File: config.mk
export PLATFORM = sky130hd
export DESIGN_NAME = opcode_sequencer
export DESIGN_NICKNAME = d
export VERILOG_FILES = /design/src/rtl/opcode_sequencer_pkg.sv /design/src/rtl/opcode_sequencer_program_memory.sv /design/src/rtl/opcode_sequencer.sv
export SDC_FILE = /design/constraint.sdc
export NUM_CORES = 1
export LEC_CHECK = 0
export CAP_MARGIN = 20
export CORE_ASPECT_RATIO = 0.6
export CORE_UTILIZATION = 30
export DETAILED_ROUTE_END_ITERATION = 10
export PLACE_DENSITY = 0.55
export SYNTH_ARGS = -nofsm -noshare
export SYNTH_HDL_FRONTEND = slang
export SYNTH_SLANG_ARGS = --single-unit
File: constraint.sdc
create_clock -name clk -period 4.1 [get_ports clk]
set_input_delay 0.41 -clock clk [delete_from_list [all_inputs] [get_ports clk]]
set_output_delay 0.41 -clock clk [all_outputs]
set_load 0.01 [all_outputs]
File: src/rtl/opcode_sequencer_pkg.sv
// Shared definitions for the opcode sequencer.
// - CLS_CTRL  : instruction class (bits [15:14]) that marks a sequencer control word
// - ctrl_op_e : control-op codes in bits [13:12] of a control word
// - state_e   : sequencer FSM states
package opcode_sequencer_pkg;

  localparam logic [1:0] CLS_CTRL = 2'b10;

  typedef enum logic [1:0] {
    OP_NOP  = 2'b00,
    OP_END  = 2'b01,
    OP_LOOP = 2'b10,
    OP_RSV  = 2'b11
  } ctrl_op_e;

  typedef enum logic [1:0] {
    ST_IDLE = 2'b00,
    ST_RUN  = 2'b01,
    ST_DONE = 2'b10
  } state_e;

  function automatic logic is_ctrl(input logic [15:0] w);
    return w[15:14] == CLS_CTRL;
  endfunction

endpackage

File: src/rtl/opcode_sequencer_program_memory.sv
// Program store for the opcode sequencer: synchronous write, combinational
// read, no reset (contents survive a sequencer reset).
// Ports:
//   clk    - write clock
//   we     - write strobe
//   waddr  - write address
//   wdata  - 16-bit word to write
//   raddr  - read address
//   rdata  - word at raddr (combinational)
module program_memory #(
  parameter int DEPTH  = 16,
  parameter int ADDR_W = $clog2(DEPTH)
) (
  input  logic              clk,
  input  logic              we,
  input  logic [ADDR_W-1:0] waddr,
  input  logic [15:0]       wdata,
  input  logic [ADDR_W-1:0] raddr,
  output logic [15:0]       rdata
);

  logic [15:0] mem [DEPTH];

  always_ff @(posedge clk) begin
    if (we) mem[waddr] <= wdata;
  end

  assign rdata = mem[raddr];

endmodule

File: src/rtl/opcode_sequencer.sv
// Opcode sequencer: steps through a small program memory and broadcasts each
// non-control word to the cores as opcode/execute. Control words (class 2'b10)
// implement NOP, END and a single-level LOOP; they never raise execute.
// Ports:
//   clk, rst_n              - clock, async active-low reset
//   prog_we/addr/data       - program load port (honoured only while idle)
//   start                   - request to run the program from address 0
//   opcode, execute         - registered instruction broadcast
//   busy                    - high while running
//   done                    - one-cycle end-of-program pulse
//   pc                      - current program counter
module opcode_sequencer
  import opcode_sequencer_pkg::*;
#(
  parameter int PROG_DEPTH = 16,
  parameter int ADDR_W     = $clog2(PROG_DEPTH)
) (
  input  logic              clk,
  input  logic              rst_n,
  input  logic              prog_we,
  input  logic [ADDR_W-1:0] prog_addr,
  input  logic [15:0]       prog_data,
  input  logic              start,
  output logic [15:0]       opcode,
  output logic              execute,
  output logic              busy,
  output logic              done,
  output logic [ADDR_W-1:0] pc
);

  state_e            state_q;
  logic              start_q;
  logic [ADDR_W-1:0] pc_q;
  logic [15:0]       opcode_q;
  logic              execute_q;
  logic              done_q;
  logic [7:0]        loop_cnt_q;
  logic              loop_armed_q;

  logic [15:0]       instr;
  ctrl_op_e          cop;
  logic [ADDR_W-1:0] tgt;
  logic [ADDR_W-1:0] pc_inc;
  logic              at_last;

  program_memory #(.DEPTH(PROG_DEPTH), .ADDR_W(ADDR_W)) u_mem (
    .clk   (clk),
    .we    (prog_we && (state_q == ST_IDLE)),
    .waddr (prog_addr),
    .wdata (prog_data),
    .raddr (pc_q),
    .rdata (instr)
  );

  assign cop     = ctrl_op_e'(instr[13:12]);
  assign tgt     = instr[8 +: ADDR_W];
  assign pc_inc  = pc_q + ADDR_W'(1);
  assign at_last = (pc_q == ADDR_W'(PROG_DEPTH - 1));

  // start is captured in a flop first, so the first issue lands two edges
  // after the edge that sampled start.
  always_ff @(posedge clk or negedge rst_n) begin
    if (!rst_n) begin
      state_q      <= ST_IDLE;
      start_q      <= 1'b0;
      pc_q         <= '0;
      opcode_q     <= 16'h0000;
      execute_q    <= 1'b0;
      done_q       <= 1'b0;
      loop_cnt_q   <= 8'd0;
      loop_armed_q <= 1'b0;
    end else begin
      start_q <= start && (state_q == ST_IDLE);
      case (state_q)
        ST_IDLE: begin
          execute_q <= 1'b0;
          done_q    <= 1'b0;
          if (start_q) begin
            pc_q         <= '0;
            loop_cnt_q   <= 8'd0;
            loop_armed_q <= 1'b0;
            state_q      <= ST_RUN;
          end
        end
        ST_RUN: begin
          if (!is_ctrl(instr)) begin
            opcode_q  <= instr;
            execute_q <= 1'b1;
            // No wrap: issuing the last word ends the program.
            if (at_last) state_q <= ST_DONE;
            else         pc_q    <= pc_inc;
          end else begin
            execute_q <= 1'b0;
            case (cop)
              OP_END: state_q <= ST_DONE;
              OP_LOOP: begin
                if (!loop_armed_q && instr[7:0] != 8'd0) begin
                  loop_cnt_q   <= instr[7:0] - 8'd1;
                  loop_armed_q <= 1'b1;
                  pc_q         <= tgt;
                end else if (loop_armed_q && loop_cnt_q != 8'd0) begin
                  loop_cnt_q <= loop_cnt_q - 8'd1;
                  pc_q       <= tgt;
                end else begin
                  // Fall-through: N=0 unarmed, or final pass of an armed loop.
                  loop_armed_q <= 1'b0;
                  if (at_last) state_q <= ST_DONE;
                  else         pc_q    <= pc_inc;
                end
              end
              default: begin // NOP and reserved
                if (at_last) state_q <= ST_DONE;
                else         pc_q    <= pc_inc;
              end
            endcase
          end
        end
        ST_DONE: begin
          execute_q    <= 1'b0;
          done_q       <= 1'b1;
          loop_armed_q <= 1'b0;
          state_q      <= ST_IDLE;
        end
        default: state_q <= ST_IDLE;
      endcase
    end
  end

  assign opcode  = opcode_q;
  assign execute = execute_q;
  assign done    = done_q;
  assign pc      = pc_q;
  assign busy    = (state_q == ST_RUN);

endmodule

==> results.json <==
{
  "status": "complete, but fails checks",
  "violations": "negative hold slack",
  "nNetsFinal": 718,
  "die_y_um": 154,
  "reg2regPathDepth": 12,
  "final.setup.tns_ps": 0,
  "post_route_cells_drive_above_1_share_pct": 22.4,
  "yosysUniqueCellTypes": 49,
  "overflow": 0,
  "gp_congestion": 0.776,
  "critPathRequiredTime_ps": 4500,
  "dp_hpwl_um": 17100,
  "fin_cells": 1223,
  "cp-start-kind": "flop",
  "timing_hold_violations_final": 4,
  "setup_viol": 0,
  "dieArea_mm2": 0.0395,
  "synth_warnings": 0,
  "hold_ws_ps": -3.21,
  "vias_per_cell": 4.97,
  "end_kind": "flop",
  "critical_path_class": "flop to flop",
  "hold_class": "primary input to async pin",
  "slew_violations": 0,
  "synth_edf_count": 256,
  "ioPinCount": 47,
  "clock-sinks": 290,
  "worstMarginPinSlew_ps": 889,
  "cts_tree": "done",
  "grt_pass1_vias": 6151,
  "ys_top_cells_by_area": "edfxtp_1 (66%), mux4_2 (10%), dfrtp_1 (7.3%)",
  "clk_latency_ps": 540,
  "slew-limit-headroom_pct": 40.2,
  "cap_violations": 0,
  "reg2reg_from": "pc[0]",
  "grt_first_pass_wirelength_um": 41700,
  "clk_pin_slew_ps": 70,
  "max_freq_mhz": 283,
  "cts_setup_buffers": 0,
  "vdd_ir_drop_max_uv": 294,
  "core_area_mm2": 0.0379,
  "io_buffers": 46,
  "power_density_mw_per_mm2": 668,
  "syn_nets": 646,
  "skew_ps": 15.5,
  "synth-seq-cells": 290,
  "wl_per_cell_um": 22.6,
  "grtUsageTotal_pct": 14.3,
  "holdBufCountCts": 0,
  "synth_flop_cell": "edfxtp_1",
  "antenna_found_initial": 0,
  "initial_utilization_pct": 30.6,
  "synth_cells": 620,
  "vias": 6074,
  "finalCritPeriodShare_pct": 86.3,
  "std_cell_rows": 55,
  "r2r_slack_ps": 560,
  "ant_nets": 0,
  "syn_to_final_growth_pct": 17.4,
  "cts_buffer_depth": 3,
  "final_common_cell": "edfxtp_1",
  "critPathMaxFanout": 17,
  "cts_root_buf": "clkbuf_16",
  "drtPass1Iterations": 5,
  "synth_area_per_cell_um2": 18.7,
  "reg2reg_to": "loop_cnt_q[6]",
  "synth_seq_area_share_pct": 73.5,
  "finalCriticalPeriod_ps": 3540,
  "drcViolationCount": 0,
  "cts_inserted_buffers": 25,
  "grt_max_degree": 53,
  "final_cell_mix": "edfxtp_1 (256), mux4_2 (54), clkdlybuf4s50_1 (45)",
  "routed_wl_um": 27600,
  "num_antenna_cells": 0,
  "netlist_area_mm2": 0.0116,
  "cts_resized": 0,
  "fp.dieW_um": 256,
  "drt-initial-drc-count": 460,
  "async_reset_ff_share_pct": 11.7,
  "cts_max_level": 1,
  "dpl.cell_count": 1178,
  "total_leakage_power_nw": 4.43,
  "cp_data_arrival_time_ps": 3940,
  "rsz0062_at_grt": "no",
  "synth_top_area_share_pct": 66.2,
  "yosys.area.top_type": "edfxtp_1"
}
==> cell usage after synthesis (7+ instances only) <==
library cell	number
nor2_1	32
dfrtp_1	34
nor3_1	12
mux2i_1	29
buf_2	7
o21ai_1	9
nand2_1	28
clkbuf_1	9
mux4_2	54
a221oi_1	12
a31oi_1	12
nand3_1	13
a22oi_1	22
mux2_2	17
edfxtp_1	256
==> flip-flops by register name, summed over array words and instances, names as in the netlist <==
signal	cells
u_mem.mem	256
opcode	16
loop_cnt_q	8
pc	4
state_q	2
done	1
execute	1
loop_armed_q	1
start_q	1
==> how the worst max path moves through the flow <==
stage | startpoint | endpoint | slack [ps] | cells after the start
global route | pc[0] | loop_cnt_q[4] | 320 | 12
finish | pc[0] | loop_cnt_q[6] | 560 | 12
CTS | pc[0] | loop_cnt_q[6] | 590 | 12
floorplan | pc[2] | loop_cnt_q[6] | 1090 | 13
detailed placement | pc[0] | loop_cnt_q[6] | 590 | 12
global placement | pc[0] | loop_cnt_q[6] | 670 | 12
==> per-stage QoR <==
step	utilization, %	worst slack, ps	power (mW)	cell area (µm²)
after CTS	36.0	586	9.22	13600
after global routing	36.0	317	9.59	13600
after detailed placement	33.9	590	6.86	12800
final	36.0	563	9.12	13600
after floorplan	-	1090	5.81	11600
after global placement	33.9	673	6.83	12800
==> cell families (layout without fill, tap and decap cells) <==
group / count (synthesis) / in the layout / share of synthesized area, %
xor gates and xnor gates: 3 / 3 / 0.226
and+or+nand+nor: 110 / 110 / 4.81
buffers and inverters: 35 / 125 / 1.69
DFF: 290 / 290 / 73.5
adders and majority gates: 2 / 2 / 0.215
AOI/OAI and AO/OA: 80 / 80 / 4.93
muxes: 100 / 100 / 14.6
==> routing by layer <==
metal  global-route usage (%)  wire [µm]  vias to the layer above
met5                        0          0                        -
met3                     2.62       1070                       29
met4                     2.20        385                        0
met1                     22.1      14000                     3227
li1                         -          -                     2671
met2                     21.2      12200                      147
==> critical path: stages, from the launching register on <==
cell,delay [ps]
dfrtp_4,590
buf_12,230
mux4_2,510
a22oi_1,250
nand2_1,220
mux2_2,310
a21oi_1,240
ha_1,220
inv_1,40
a211oi_1,320
nand4_1,170
xnor2_1,200
o21ai_1,70
==> power breakdown <==
| part | switching, mW | internal [mW] |
|---|---|---|
| Sequential | 0.224 | 3.42 |
| Clock | 1.05 | 1.31 |
| Combinational | 1.68 | 1.43 |
| Total | 2.95 | 6.17 |
==> layout make-up <==
cell class	instances	area, µm²
clock inverters	14	145
multi-input cells	295	2940
flip-flops and latches	290	8540
inverters	7	26.3
fillers	3535	24300
well taps	513	642
clock buffers	31	648
repair buffers	73	696
(Power assumes the default switching activity.)
